$ cat config.mk
export PLATFORM = sky130hd
export DESIGN_NAME = pipeline_hazard_ctrl
export DESIGN_NICKNAME = d
export VERILOG_FILES = /design/src/rtl/pipeline_hazard_ctrl.sv
export SDC_FILE = /design/constraint.sdc
export NUM_CORES = 1
export LEC_CHECK = 0
export CAP_MARGIN = 20
export CORE_MARGIN = 2
export CORE_UTILIZATION = 48
export DETAILED_ROUTE_END_ITERATION = 6
export PLACE_DENSITY = 0.84
export SLEW_MARGIN = 30
export SYNTH_ARGS = -nofsm -noshare
export SYNTH_HDL_FRONTEND = slang
export SYNTH_SLANG_ARGS = --single-unit
$ cat constraint.sdc
create_clock -name clk -period 5.04 [get_ports clk]
set_input_delay 1.008 -clock clk [delete_from_list [all_inputs] [get_ports clk]]
set_output_delay 1.008 -clock clk [all_outputs]
set_load 0.005 [all_outputs]
$ cat src/rtl/pipeline_hazard_ctrl.sv
// -----------------------------------------------------------------------------
// pipeline_hazard_ctrl
//
// Hazard controller for a classic 5-stage pipeline. Each cycle it selects one
// action with fixed priority (reset > memory wait > taken branch > load-use >
// run) and drives the pipeline-register enables, flushes and the MEM/WB
// bubble combinationally from the current inputs. It also records the
// selected action, counts stall cycles and flags data-memory wait overruns.
//
// Parameters
//   TIMEOUT  consecutive memory-wait cycles after which mem_timeout is set
//   CNT_W    width of the stall performance counter
//
// Ports
//   clk            clock, all state updates on the rising edge
//   rst            synchronous, active-high reset
//   id_rs, id_rt   source register fields of the instruction in ID
//   ex_memread     the instruction in EX is a load
//   ex_rt          destination register of the load in EX
//   branch_taken   a branch resolved taken this cycle
//   mem_req        MEM stage is accessing data memory
//   mem_ready      data memory completes the access this cycle
//   pc_we          PC write enable
//   if_id_we       IF/ID write enable
//   if_id_flush    load a NOP into IF/ID
//   id_ex_we       ID/EX write enable
//   id_ex_flush    load a control-zero bubble into ID/EX
//   ex_mem_we      EX/MEM write enable
//   mem_wb_bubble  force WB=0 into MEM/WB
//   state          action selected in the previous cycle
//                  (RUN=0, MEM_WAIT=1, LU_STALL=2, FLUSH=3)
//   stall_cnt      saturating count of cycles with pc_we=0 (reset excluded)
//   mem_timeout    sticky memory-wait overrun flag, cleared only by rst
// -----------------------------------------------------------------------------
module pipeline_hazard_ctrl #(
  parameter int TIMEOUT = 16,
  parameter int CNT_W   = 16
) (
  input  logic             clk,
  input  logic             rst,
  input  logic [4:0]       id_rs,
  input  logic [4:0]       id_rt,
  input  logic             ex_memread,
  input  logic [4:0]       ex_rt,
  input  logic             branch_taken,
  input  logic             mem_req,
  input  logic             mem_ready,
  output logic             pc_we,
  output logic             if_id_we,
  output logic             if_id_flush,
  output logic             id_ex_we,
  output logic             id_ex_flush,
  output logic             ex_mem_we,
  output logic             mem_wb_bubble,
  output logic [1:0]       state,
  output logic [CNT_W-1:0] stall_cnt,
  output logic             mem_timeout
);

  typedef enum logic [1:0] {
    ACT_RUN      = 2'd0,
    ACT_MEM_WAIT = 2'd1,
    ACT_LU_STALL = 2'd2,
    ACT_FLUSH    = 2'd3
  } action_e;

  // Wide enough to hold TIMEOUT itself; the counter parks there.
  localparam int WAIT_W = $clog2(TIMEOUT + 1);

  action_e           action;
  action_e           state_q;
  logic              mem_wait;
  logic              load_use;
  logic [WAIT_W-1:0] wait_cnt;

  // A ready in the same cycle as the request is a zero-wait access.
  assign mem_wait = mem_req & ~mem_ready;

  // Register 0 is hard-wired zero, so a load targeting it never creates a
  // real dependency.
  assign load_use = ex_memread && (ex_rt != 5'd0) &&
                    ((ex_rt == id_rs) || (ex_rt == id_rt));

  assign state = state_q;

  // ---------------------------------------------------------------------------
  // Action select and control outputs
  // ---------------------------------------------------------------------------
  // NOTE: every output gets its default before the priority chain, so no path
  // through this block leaves a signal unassigned and no latch is inferred.
  always_comb begin
    action        = ACT_RUN;
    pc_we         = 1'b1;
    if_id_we      = 1'b1;
    if_id_flush   = 1'b0;
    id_ex_we      = 1'b1;
    id_ex_flush   = 1'b0;
    ex_mem_we     = 1'b1;
    mem_wb_bubble = 1'b0;

    if (rst) begin
      // Freeze all registers and hold bubbles in every flushable stage.
      pc_we         = 1'b0;
      if_id_we      = 1'b0;
      if_id_flush   = 1'b1;
      id_ex_we      = 1'b0;
      id_ex_flush   = 1'b1;
      ex_mem_we     = 1'b0;
      mem_wb_bubble = 1'b1;
    end else if (mem_wait) begin
      // Whole front of the pipe freezes; WB sees a bubble until data arrives.
      action        = ACT_MEM_WAIT;
      pc_we         = 1'b0;
      if_id_we      = 1'b0;
      id_ex_we      = 1'b0;
      ex_mem_we     = 1'b0;
      mem_wb_bubble = 1'b1;
    end else if (branch_taken) begin
      // Checked before load-use: the dependent instruction is squashed here.
      action        = ACT_FLUSH;
      if_id_flush   = 1'b1;
      id_ex_flush   = 1'b1;
    end else if (load_use) begin
      // Hold PC and IF/ID; ID/EX is written with the bubble so the load moves
      // on to MEM and the dependent instruction retries next cycle.
      action        = ACT_LU_STALL;
      pc_we         = 1'b0;
      if_id_we      = 1'b0;
      id_ex_flush   = 1'b1;
    end
  end

  // ---------------------------------------------------------------------------
  // Registered action, stall counter, wait counter and timeout flag
  // ---------------------------------------------------------------------------
  // NOTE: sequential state is updated with non-blocking assignments so every
  // register samples pre-edge values regardless of statement order.
  always_ff @(posedge clk) begin
    if (rst) begin
      state_q     <= ACT_RUN;
      stall_cnt   <= '0;
      wait_cnt    <= '0;
      mem_timeout <= 1'b0;
    end else begin
      state_q <= action;

      if (!pc_we && (stall_cnt != '1)) begin
        stall_cnt <= stall_cnt + CNT_W'(1);
      end

      if (mem_wait) begin
        if (wait_cnt != WAIT_W'(TIMEOUT)) begin
          wait_cnt <= wait_cnt + WAIT_W'(1);
        end
        // The edge that brings the count to TIMEOUT raises the flag; the
        // stall itself is not affected.
        if (wait_cnt == WAIT_W'(TIMEOUT - 1)) begin
          mem_timeout <= 1'b1;
        end
      end else begin
        wait_cnt <= '0;
      end
    end
  end

endmodule

==> results of run 1 <==
-- path summary, 6_finish.rpt --
path / end / slack (ns) / depth (start not counted)
worst max-delay path: pc_we / 0.74 / 5
worst min-delay path: mem_timeout$_SDFFE_PP0P_ / 0.49 / 2
worst max register to register: stall_cnt[15]$_SDFFE_PP0P_ / 2.75 / 6
worst min register to register: mem_timeout$_SDFFE_PP0P_ / 0.49 / 2
-- registers in the layout, indices dropped and copies added, names as in the netlist --
register / count
state: 2
stall_cnt: 16
mem_timeout: 1
wait_cnt: 5
-- worst reg2reg max path, cell delays in order (launching register included) --
cell and delay, ns:
dfxtp_1 0.43, ha_1 0.20, nand3_1 0.17, nand2b_1 0.26, nor3_4 0.68, nor3_1 0.13
mux2_2 0.30
-- logic make-up after synthesis --
kind of cell               Yosys count  share of synthesized area [%]
AOI/OAI and AO/OA                   36                          16.96
xor gates and xnor gates            13                          8.295
adders and majority gates            4                          3.646
buffers and inverters               21                          7.474
DFF                                 24                          35.00
muxes                                4                          3.190
and+or+nand+nor                     63                          25.43
-- routing by layer --
metal	GRT usage, %	part of all wire [%]
met4	9.635	2.0
met2	37.18	52
met5	0	0
met1	22.96	40
met3	2.721	5.6
-- power groups by stage --
stage                     clock (mW)  sequential [mW]  combinational (mW)
final                         0.0835            0.196              0.0615
after global routing          0.0921            0.196              0.0682
after CTS                     0.0842            0.196              0.0624
after detailed placement           0            0.200              0.0621
after global placement             0            0.200              0.0602
after floorplan                    0            0.200              0.0274
-- cell type report --
type	count	area, um^2	share of cell area, %
sequential	24	480.5	25.86
multi-input combinational	120	795.8	42.83
timing repair buffer	48	475.5	25.59
tap	31	38.79	2.088
clock buffer	3	22.52	1.212
inverter	12	45.04	2.424
-- synthesized netlist by cell type (2+ instances only) --
cell,number,area [um^2]
a21oi_1,13,65.06
and3_1,2,12.51
buf_4,4,30.03
clkbuf_1,3,11.26
dfxtp_1,24,480.5
ha_1,4,50.05
inv_1,12,45.04
mux2_2,3,33.78
nand2_1,7,26.28
nand3_1,9,45.04
nand4_1,3,18.77
nor2_1,15,56.30
nor2b_1,3,18.77
nor3_1,5,25.02
nor3_2,2,20.02
nor4_1,2,12.51
o21ai_0,5,25.02
o31a_1,2,17.52
o31ai_1,8,60.06
o41ai_1,2,17.52
or3_1,2,12.51
or4_1,9,67.56
xnor2_1,2,17.52
xor2_1,11,96.34
-- through the flow --
step	instance area (um^2)	cells	utilization [%]	hold slack, ns
5_1_grt	1858	238	67.96	0.5213
3_3_place_gp	1829	235	66.91	0.4549
3_5_place_dp	1836	235	67.14	0.4730
6_report	1858	238	67.96	0.4907
2_1_floorplan	1373	165	-	0.4652
4_1_cts	1858	238	67.96	0.4938
==> results.py, run 1 <==
metrics = {
    "status": {
        "status": "finished, final reports clean",
    },
    "sta": {
        "max_slew_margin_pct": 48.64,
        "setup_viol": 0,
        "skew_ns": 0.01164,
        "finalCritPeriodShare_pct": 85.34,
        "finalMaxSlewViolations": 0,
        "post-route-min-period_ns": 4.301,
        "fin_setup_tns_ns": 0,
        "hold_viol_final": 0,
        "worstMarginPinSlew_ns": 0.7679,
        "rsz0062_at_grt": "false",
        "fmax_mhz": 232.5,
        "final.setup.worst_slack_ns": 0.7389,
    },
    "drt": {
        "num_vias": 1408,
        "dr.pass1.iters": 5,
        "drc": 0,
        "routed_wl_um": 3194,
        "postRouteAntennaNets": 0,
        "drtIter0Drc": 79,
        "wl_per_cell_um": 13.42,
        "via_per_inst": 5.916,
    },
    "yosys": {
        "synthesis.area_um2": 1373,
        "synth_edf_count": 0,
        "syn_inst": 165,
        "yosysSeqAreaShare_pct": 35.00,
        "ys_types": 37,
        "async_flop_share_pct": 0,
        "synth-seq-cells": 24,
        "synth_ff_type": "dfxtp_1",
        "synth.net_count": 190,
        "avgSynthCellArea_um2": 8.319,
        "yosysWarnings": 0,
    },
    "critical_path": {
        "crit_top_cell": "clkdlybuf4s50_1",
        "critical_path_arrival_ns": 3.29,
        "worst_setup_path_start_kind": "primary input",
        "end_kind": "primary output",
        "critical_path_buf_inv_count": 2,
        "crit_family": "buffers and inverters",
        "worstPathCellList": "clkdlybuf4s50_1, or4_1, o21ai_0, o31a_1, clkdlybuf4s50_1",
        "required_ns": 4.03,
        "critPathSlowestCell": "clkdlybuf4s50_1",
        "critPathMaxFanout": 11,
        "reg2reg_from": "stall_cnt[0]$_SDFFE_PP0P_",
        "startpoint": "ex_rt[1]",
        "critPathMaxStageDelay_ns": 0.59,
        "path_class": "in2out",
    },
    "clocking": {
        "cts_setup_buffers": 0,
        "clockRootBuffer": "clkbuf_4",
        "htreeDepth": 1,
        "postCtsHoldBufs": 0,
        "numCtsBuffers": 3,
        "cts_resized": 0,
        "clk_latency_ns": 0.32,
        "clk_pin_slew_ns": 0.12,
        "clk_path_buf_depth": 2,
        "cts_tree": "yes",
        "cts.sinks": 24,
    },
    "cells_and_area": {
        "final_cell_mix": "clkdlybuf4s50_1 (46), dfxtp_1 (24), nor2_1 (15)",
        "num_antenna_cells": 0,
        "final_common_cell": "clkdlybuf4s50_1",
        "fin_nets": 234,
        "syn_to_final_growth_pct": 35.37,
        "fillerInstances": 222,
        "drive_gt1_share_pct": 4.831,
    },
    "die": {
        "io_pins": 47,
        "die_h_um": 57.48,
        "initial_utilization_pct": 50.21,
        "fp.coreArea_um2": 2734,
        "die_area_um2": 3303,
        "die_w_um": 57.48,
        "row_count": 19,
    },
    "placement": {
        "gp_congestion": 0.7164,
        "port_buffers": 46,
        "hpwl_um": 2517,
        "post-place-ws_ns": 0.7371,
    },
    "power_and_ir_drop": {
        "power_uw": 340.9,
        "peakVddDrop_uv": 150.6,
        "p_per_area_nw_per_um2": 183.5,
        "p_sw_uw": 84.64,
        "power_frac_clock_pct": 24.5,
        "intPower_uw": 256.2,
        "p_sw_share_pct": 24.83,
        "pwr-share-seq_pct": 57.5,
        "comb_power_share_pct": 18.0,
        "leakagePower_nw": 0.6441,
    },
    "worst_hold_path": {
        "hold_start": "mem_timeout$_SDFFE_PP0P_",
        "min_path_type": "reg2reg",
    },
    "global_routing": {
        "grt_pass1_vias": 1282,
        "grt_overflow_total": 0,
        "grt_max_degree": 27,
        "grt_pass1_wl_um": 5264,
        "grt_use_total_pct": 20.32,
        "antenna_found_initial": 0,
    },
    "job": {
        "maxCapViolCount": 0,
    },
}
Power figures use the tool's default switching activity.
==> inputs of run 2 (changes only) <==
--- a/config.mk
+++ b/config.mk
@@ -5,9 +5,10 @@
 export SDC_FILE = /design/constraint.sdc
 export NUM_CORES = 1
 export LEC_CHECK = 0
+export ABC_AREA = 1
 export CAP_MARGIN = 20
 export CORE_MARGIN = 2
-export CORE_UTILIZATION = 48
+export CORE_UTILIZATION = 50
 export DETAILED_ROUTE_END_ITERATION = 6
 export PLACE_DENSITY = 0.84
 export SLEW_MARGIN = 30
==> run 2 against run 1 <==
  * Global-route usage grew 1.3 points
  * Combinational power up 8.9%
  * Worst setup slack improved by 0.45 ns
  * Synthesized area grew 13%
  * Clock-buffer cell count grew 1
  * Highest routed layer unchanged
  * Clock skew increased by 0.0015 ns
  * Sequential share of layout area decreased by 2.5 points
  * Critical path depth is 7 higher
  * Register-to-register slack gained 0.37 ns
  * Cell area rose by 11%
  * Sequential cell count unchanged
==> results.py, run 2 <==
metrics = {
    "yosys": {
        "ys_types": 26,
        "yosysWarnings": 0,
        "syn_inst": 232,
        "yosysSeqAreaShare_pct": 30.89,
        "synth_top_area_cell": "dfxtp_1",
        "synth-seq-cells": 24,
        "avgSynthCellArea_um2": 6.704,
        "synth_ff_type": "dfxtp_1",
        "ys_top_cells_by_area": "dfxtp_1 (31%), nand2_1 (14%), nand3_1 (9.0%)",
        "synth.net_count": 257,
        "async_flop_share_pct": 0,
        "synth_most_common_cell": "nand2_1",
        "synth_commonest_cells": "nand2_1 (58), nand3_1 (28), nor2_1 (26)",
        "yosysTopAreaCellShare_pct": 30.89,
        "synthesis.area_um2": 1555,
        "synth_edf_count": 0,
    },
    "cells_and_area": {
        "num_antenna_cells": 0,
        "final_cell_mix": "nand2_1 (58), clkdlybuf4s50_1 (46), nand3_1 (28)",
        "fin_nets": 302,
        "largest_reg_flops": 16,
        "final_common_cell": "nand2_1",
        "drive_gt1_share_pct": 9.058,
        "post-route-util_pct": 68.42,
        "regMostFlops": "stall_cnt",
        "syn_to_final_growth_pct": 32.10,
    },
    "placement": {
        "gp_congestion": 0.8176,
        "post-place-ws_ns": 1.173,
        "hpwl_um": 2653,
        "port_buffers": 46,
    },
    "critical_path": {
        "critPathSlowestCell": "clkdlybuf4s50_1",
        "startpoint": "ex_rt[4]",
        "critPathCapture": "if_id_we",
        "worstPathCellList": "clkdlybuf4s50_1, inv_1, nand2_1, nand2_1, nor2_1, nand3_1, nand2_1, nand3_1, nand2_1, buf_4, inv_1, clkdlybuf4s50_1",
        "worst_setup_path_start_kind": "primary input",
        "critical_path_buf_inv_count": 5,
        "r2r_end": "stall_cnt[3]$_SDFFE_PP0P_",
        "required_ns": 4.03,
        "crit_family": "buffers and inverters",
        "reg2reg_from": "stall_cnt[0]$_SDFFE_PP0P_",
        "crit_top_cell": "nand2_1",
        "critPathMaxFanout": 20,
        "path_depth": 12,
        "critPathMaxStageDelay_ns": 0.52,
        "critical_path_arrival_ns": 2.84,
        "path_class": "in2out",
        "r2r_setup_slack_ns": 3.12,
        "reg2reg_depth": 9,
        "end_kind": "primary output",
    },
    "die": {
        "initial_utilization_pct": 51.79,
        "die_h_um": 59.77,
        "die_w_um": 59.77,
        "io_pins": 47,
        "row_count": 20,
        "fp.coreArea_um2": 3003,
        "die_area_um2": 3572,
    },
    "sta": {
        "setup_viol": 0,
        "hold_ws_ns": 0.4665,
        "rsz0062_at_grt": "false",
        "skew_ns": 0.01316,
        "fmax_mhz": 259.8,
        "fin_setup_tns_ns": 0,
        "final.setup.worst_slack_ns": 1.191,
        "finalMaxSlewViolations": 0,
        "post-route-min-period_ns": 3.849,
        "finalCritPeriodShare_pct": 76.36,
        "max_slew_margin_pct": 78.69,
        "worstMarginPinSlew_ns": 0.3173,
        "hold_viol_final": 0,
    },
    "power_and_ir_drop": {
        "p_sw_uw": 93.87,
        "power_frac_clock_pct": 28.3,
        "comb_power_share_pct": 18.2,
        "pwr-share-seq_pct": 53.4,
        "p_sw_share_pct": 25.53,
        "leakagePower_nw": 0.8247,
        "intPower_uw": 273.7,
        "p_per_area_nw_per_um2": 178.9,
        "peakVddDrop_uv": 137.6,
    },
    "global_routing": {
        "grt_overflow_total": 0,
        "grt_use_total_pct": 21.57,
        "antenna_found_initial": 0,
        "grt_pass1_vias": 1522,
        "grt_pass1_wl_um": 6065,
        "grt_max_degree": 21,
    },
    "drt": {
        "wl_per_cell_um": 10.87,
        "dr.pass1.iters": 4,
        "routed_wl_um": 3360,
        "postRouteAntennaNets": 0,
        "drtIter0Drc": 69,
        "drc": 0,
        "via_per_inst": 5.084,
        "num_vias": 1571,
    },
    "status": {
        "status": "finished, final reports clean",
    },
    "clocking": {
        "cts_setup_buffers": 0,
        "postCtsHoldBufs": 0,
        "cts.sinks": 24,
        "clockRootBuffer": "clkbuf_4",
        "htreeDepth": 1,
        "clk_pin_slew_ns": 0.12,
        "cts_tree": "yes",
        "numCtsBuffers": 3,
        "clk_path_buf_depth": 2,
        "cts_resized": 0,
        "clk_latency_ns": 0.33,
    },
    "job": {
        "maxCapViolCount": 0,
    },
    "worst_hold_path": {
        "min_path_type": "reg2reg",
        "holdPathStages": 2,
    },
}
## run 2: cell types whose count changed in the layout (fill, tap and decap cells not counted), moves of 3 or more
cell,delta
nor2_1,+11
nor2b_1,-3
a21oi_1,-5
inv_2,+4
or4_1,-9
nor3_1,-3
xnor2_1,+7
nand2_1,+51
a21oi_2,+10
nand3_1,+19
mux2_2,-3
xor2_1,-4
inv_1,+13
o31ai_1,-8
## run 2: power by group through the flow
| stage | clock [mW] | combinational (mW) | sequential, mW |
|---|---|---|---|
| after floorplan | 0 | 0.0330 | 0.200 |
| after global placement | 0 | 0.0664 | 0.200 |
| after detailed placement | 0 | 0.0675 | 0.201 |
| after CTS | 0.107 | 0.0677 | 0.196 |
| after global routing | 0.112 | 0.0753 | 0.197 |
| final | 0.104 | 0.0670 | 0.196 |
## run 2: worst min-delay path: cells and delay by family, from the launching register on
| kind | cells | cell delay (ns) |
|---|---|---|
| flops | 1 | 0.33 |
| simple gates | 2 | 0.11 |
## run 2: metrics by stage
| stage | std cells | power (mW) | instance area (um^2) |
|---|---|---|---|
| 2_1_floorplan | 232 | 0.2334 | 1555 |
| 6_report | 309 | 0.3676 | 2054 |
| 3_3_place_gp | 305 | 0.2669 | 2018 |
| 4_1_cts | 309 | 0.3708 | 2054 |
| 3_5_place_dp | 305 | 0.2681 | 2018 |
| 5_1_grt | 309 | 0.3847 | 2054 |
## run 2: per-layer routing
metal | GRT usage, % | vias up | routed length (um)
li1 | - | 822 | -
met1 | 25.70 | 704 | 1562
met2 | 38.04 | 41 | 1573
met3 | 6.061 | 4 | 206
met4 | 5.079 | 0 | 17
met5 | 0 | - | 0
## run 2: how the worst min path moves through the flow
stage	start	to	slack, ns
2_1_floorplan	mem_timeout$_SDFFE_PP0P_	mem_timeout$_SDFFE_PP0P_	0.45
3_3_place_gp	mem_timeout$_SDFFE_PP0P_	mem_timeout$_SDFFE_PP0P_	0.45
3_5_place_dp	mem_timeout$_SDFFE_PP0P_	mem_timeout$_SDFFE_PP0P_	0.44
4_1_cts	mem_timeout$_SDFFE_PP0P_	mem_timeout$_SDFFE_PP0P_	0.47
5_1_grt	mem_timeout$_SDFFE_PP0P_	mem_timeout$_SDFFE_PP0P_	0.52
6_report	mem_timeout$_SDFFE_PP0P_	mem_timeout$_SDFFE_PP0P_	0.47
## run 2: final cells by class
type	count	area, um^2
fill	263	948.4
multi-input combinational	170	908.4
sequential	24	480.5
timing repair buffer	48	475.5
inverter	30	112.6
tap	33	41.29
clock buffer	4	36.28
## run 2: logic make-up after synthesis
logic type	after synthesis	synth area share (%)
AND/OR/NAND/NOR	126	35.88
buffers and inverters	38	10.70
AO/OA/AOI/OAI	24	10.30
flip-flops	24	30.89
XOR/XNOR	16	9.011
adder cells (fa/ha/maj)	4	3.218
==> inputs of run 3 (changes only) <==
--- a/config.mk
+++ b/config.mk
@@ -8,9 +8,9 @@
 export ABC_AREA = 1
 export CAP_MARGIN = 20
 export CORE_MARGIN = 2
-export CORE_UTILIZATION = 50
+export CORE_UTILIZATION = 47
 export DETAILED_ROUTE_END_ITERATION = 6
-export PLACE_DENSITY = 0.84
+export PLACE_DENSITY = 0.8
 export SLEW_MARGIN = 30
 export SYNTH_ARGS = -nofsm -noshare
 export SYNTH_HDL_FRONTEND = slang
==> constraint.sdc (replaced) <==
create_clock -name clk -period 3.6 [get_ports clk]
set_input_delay 0.72 -clock clk [delete_from_list [all_inputs] [get_ports clk]]
set_output_delay 0.72 -clock clk [all_outputs]
set_load 0.005 [all_outputs]
==> run 3 against run 2 <==
  * Combinational power grew 40%
  * Cell area up 0.67%
  * Via count down 1.8%
  * Non-clock buffer count did not move
  * Total power increased by 40%
==> results.py, run 3 (synthesized netlist as in run 2, its figures left out) <==
metrics = {
    "status": {
        "status": "finished, final reports clean",
    },
    "global_routing": {
        "grt_max_degree": 20,
        "grt_use_total_pct": 20.18,
        "antenna_found_initial": 0,
        "grt_overflow_total": 0,
        "grt_pass1_wl_um": 5768,
        "grt_pass1_vias": 1356,
    },
    "cells_and_area": {
        "num_antenna_cells": 0,
        "syn_to_final_growth_pct": 32.98,
        "multi_input_area_um2": 908.4,
        "final_cell_mix": "nand2_1 (58), clkdlybuf4s50_1 (46), nand3_1 (28)",
        "fin_nets": 302,
        "ff_latch_area_um2": 480.5,
        "fillerInstances": 296,
        "instances_no_fill": 320,
        "final_common_cell": "nand2_1",
        "regMostFlops": "stall_cnt",
        "drive_gt1_share_pct": 9.058,
        "largest_reg_flops": 16,
    },
    "placement": {
        "port_buffers": 46,
        "hpwl_um": 2573,
        "gp_congestion": 0.7825,
        "dp.cells": 316,
    },
    "drt": {
        "wl_per_cell_um": 10.44,
        "num_vias": 1542,
        "drc": 0,
        "drtIter0Drc": 65,
        "met2WireLength_um": 1566,
        "via_per_inst": 4.819,
        "dr.pass1.iters": 4,
        "postRouteAntennaNets": 0,
        "routed_wl_um": 3342,
        "wl_met1_um": 1527,
        "dr.max_layer_used": "met4",
        "routed-wl-met3_um": 200,
    },
    "die": {
        "die_h_um": 61.53,
        "die_area_um2": 3785,
        "die_w_um": 61.53,
        "row_count": 20,
        "initial_utilization_pct": 50.12,
        "io_pins": 47,
        "fp.coreArea_um2": 3103,
    },
    "critical_path": {
        "worst_setup_path_start_kind": "primary input",
        "critical_path_buf_inv_count": 3,
        "startpoint": "ex_rt[4]",
        "path_class": "in2out",
        "critical_path_arrival_ns": 2.44,
        "required_ns": 2.88,
        "reg2reg_from": "stall_cnt[0]$_SDFFE_PP0P_",
        "end_kind": "primary output",
        "critPathMaxFanout": 4,
        "critPathMaxStageDelay_ns": 0.53,
        "crit_family": "buffers and inverters",
        "crit_top_cell": "nand2_1",
        "critPathSlowestCell": "clkdlybuf4s50_1",
        "worstPathCellList": "clkdlybuf4s50_1, inv_1, nand2_1, nand2_1, nor2_1, nand3_1, nand2_1, a21oi_1, o21ai_0, clkdlybuf4s50_1",
    },
    "sta": {
        "skew_ns": 0.007380,
        "post-route-min-period_ns": 3.163,
        "hold_viol_final": 0,
        "worstMarginPinSlew_ns": 0.3230,
        "fmax_mhz": 316.2,
        "rsz0062_at_grt": "false",
        "setup_viol": 0,
        "finalMaxSlewViolations": 0,
        "max_slew_margin_pct": 78.30,
        "fin_setup_tns_ns": 0,
        "finalCritPeriodShare_pct": 87.86,
    },
    "clocking": {
        "cts.sinks": 24,
        "clk_path_buf_depth": 2,
        "cts_setup_buffers": 0,
        "clk_latency_ns": 0.33,
        "postCtsHoldBufs": 0,
        "cts_tree": "yes",
        "cts_resized": 0,
        "clockRootBuffer": "clkbuf_4",
        "clk_pin_slew_ns": 0.13,
        "numCtsBuffers": 3,
        "htreeDepth": 1,
    },
    "worst_hold_path": {
        "min_path_type": "reg2reg",
        "hold_start": "mem_timeout$_SDFFE_PP0P_",
    },
    "power_and_ir_drop": {
        "power_uw": 516.0,
        "leakagePower_nw": 0.8247,
        "p_per_area_nw_per_um2": 249.5,
        "peakVddDrop_uv": 189.9,
    },
    "job": {
        "maxCapViolCount": 0,
    },
}
## run 3: stage by stage
stage               instance area (um^2)  util, %  worst slack (ns)  hold WS, ns
floorplan                           1555        -             1.131       0.4479
global placement                    2032    65.48            0.4728       0.4446
detailed placement                  2032    65.48            0.4669       0.4468
CTS                                 2068    66.65            0.4437       0.4699
global route                        2068    66.65            0.2498       0.4926
finish                              2068    66.65            0.4371       0.4708
## run 3: per-layer routing
layer,track usage (%),up-vias
li1,-,824
met1,24.71,680
met2,33.23,33
met3,6.303,5
met4,7.295,0
met5,0,-
## run 3: worst paths after layout
check                               end  slack, ns  cells after the start
max                         id_ex_flush       0.44                     10
min            mem_timeout$_SDFFE_PP0P_       0.47                      2
max reg2reg  stall_cnt[10]$_SDFFE_PP0P_       1.69                      9
min reg2reg    mem_timeout$_SDFFE_PP0P_       0.47                      2
## run 3: layout make-up
cell class / instances / area share, %
flip-flops and latches: 24 / 23.23
multi-input cells: 170 / 43.92
repair buffers: 48 / 22.99
inverters: 30 / 5.445
well taps: 44 / 2.662
clock buffers: 4 / 1.754
## run 3: worst register-to-register path: stages (launching register included)
cell     delay, ns
dfxtp_1       0.43
ha_1          0.25
nand3_1       0.14
nor2_4        0.15
nand4_1       0.13
nor2_2        0.18
nand2_4       0.16
nand2_4       0.21
nand2_1       0.09
a21oi_2       0.12
## run 3: where the power goes
group	switching, mW	internal, mW
combinational	0.0432	0.0507
clock	0.0851	0.0620
sequential	0.00442	0.271
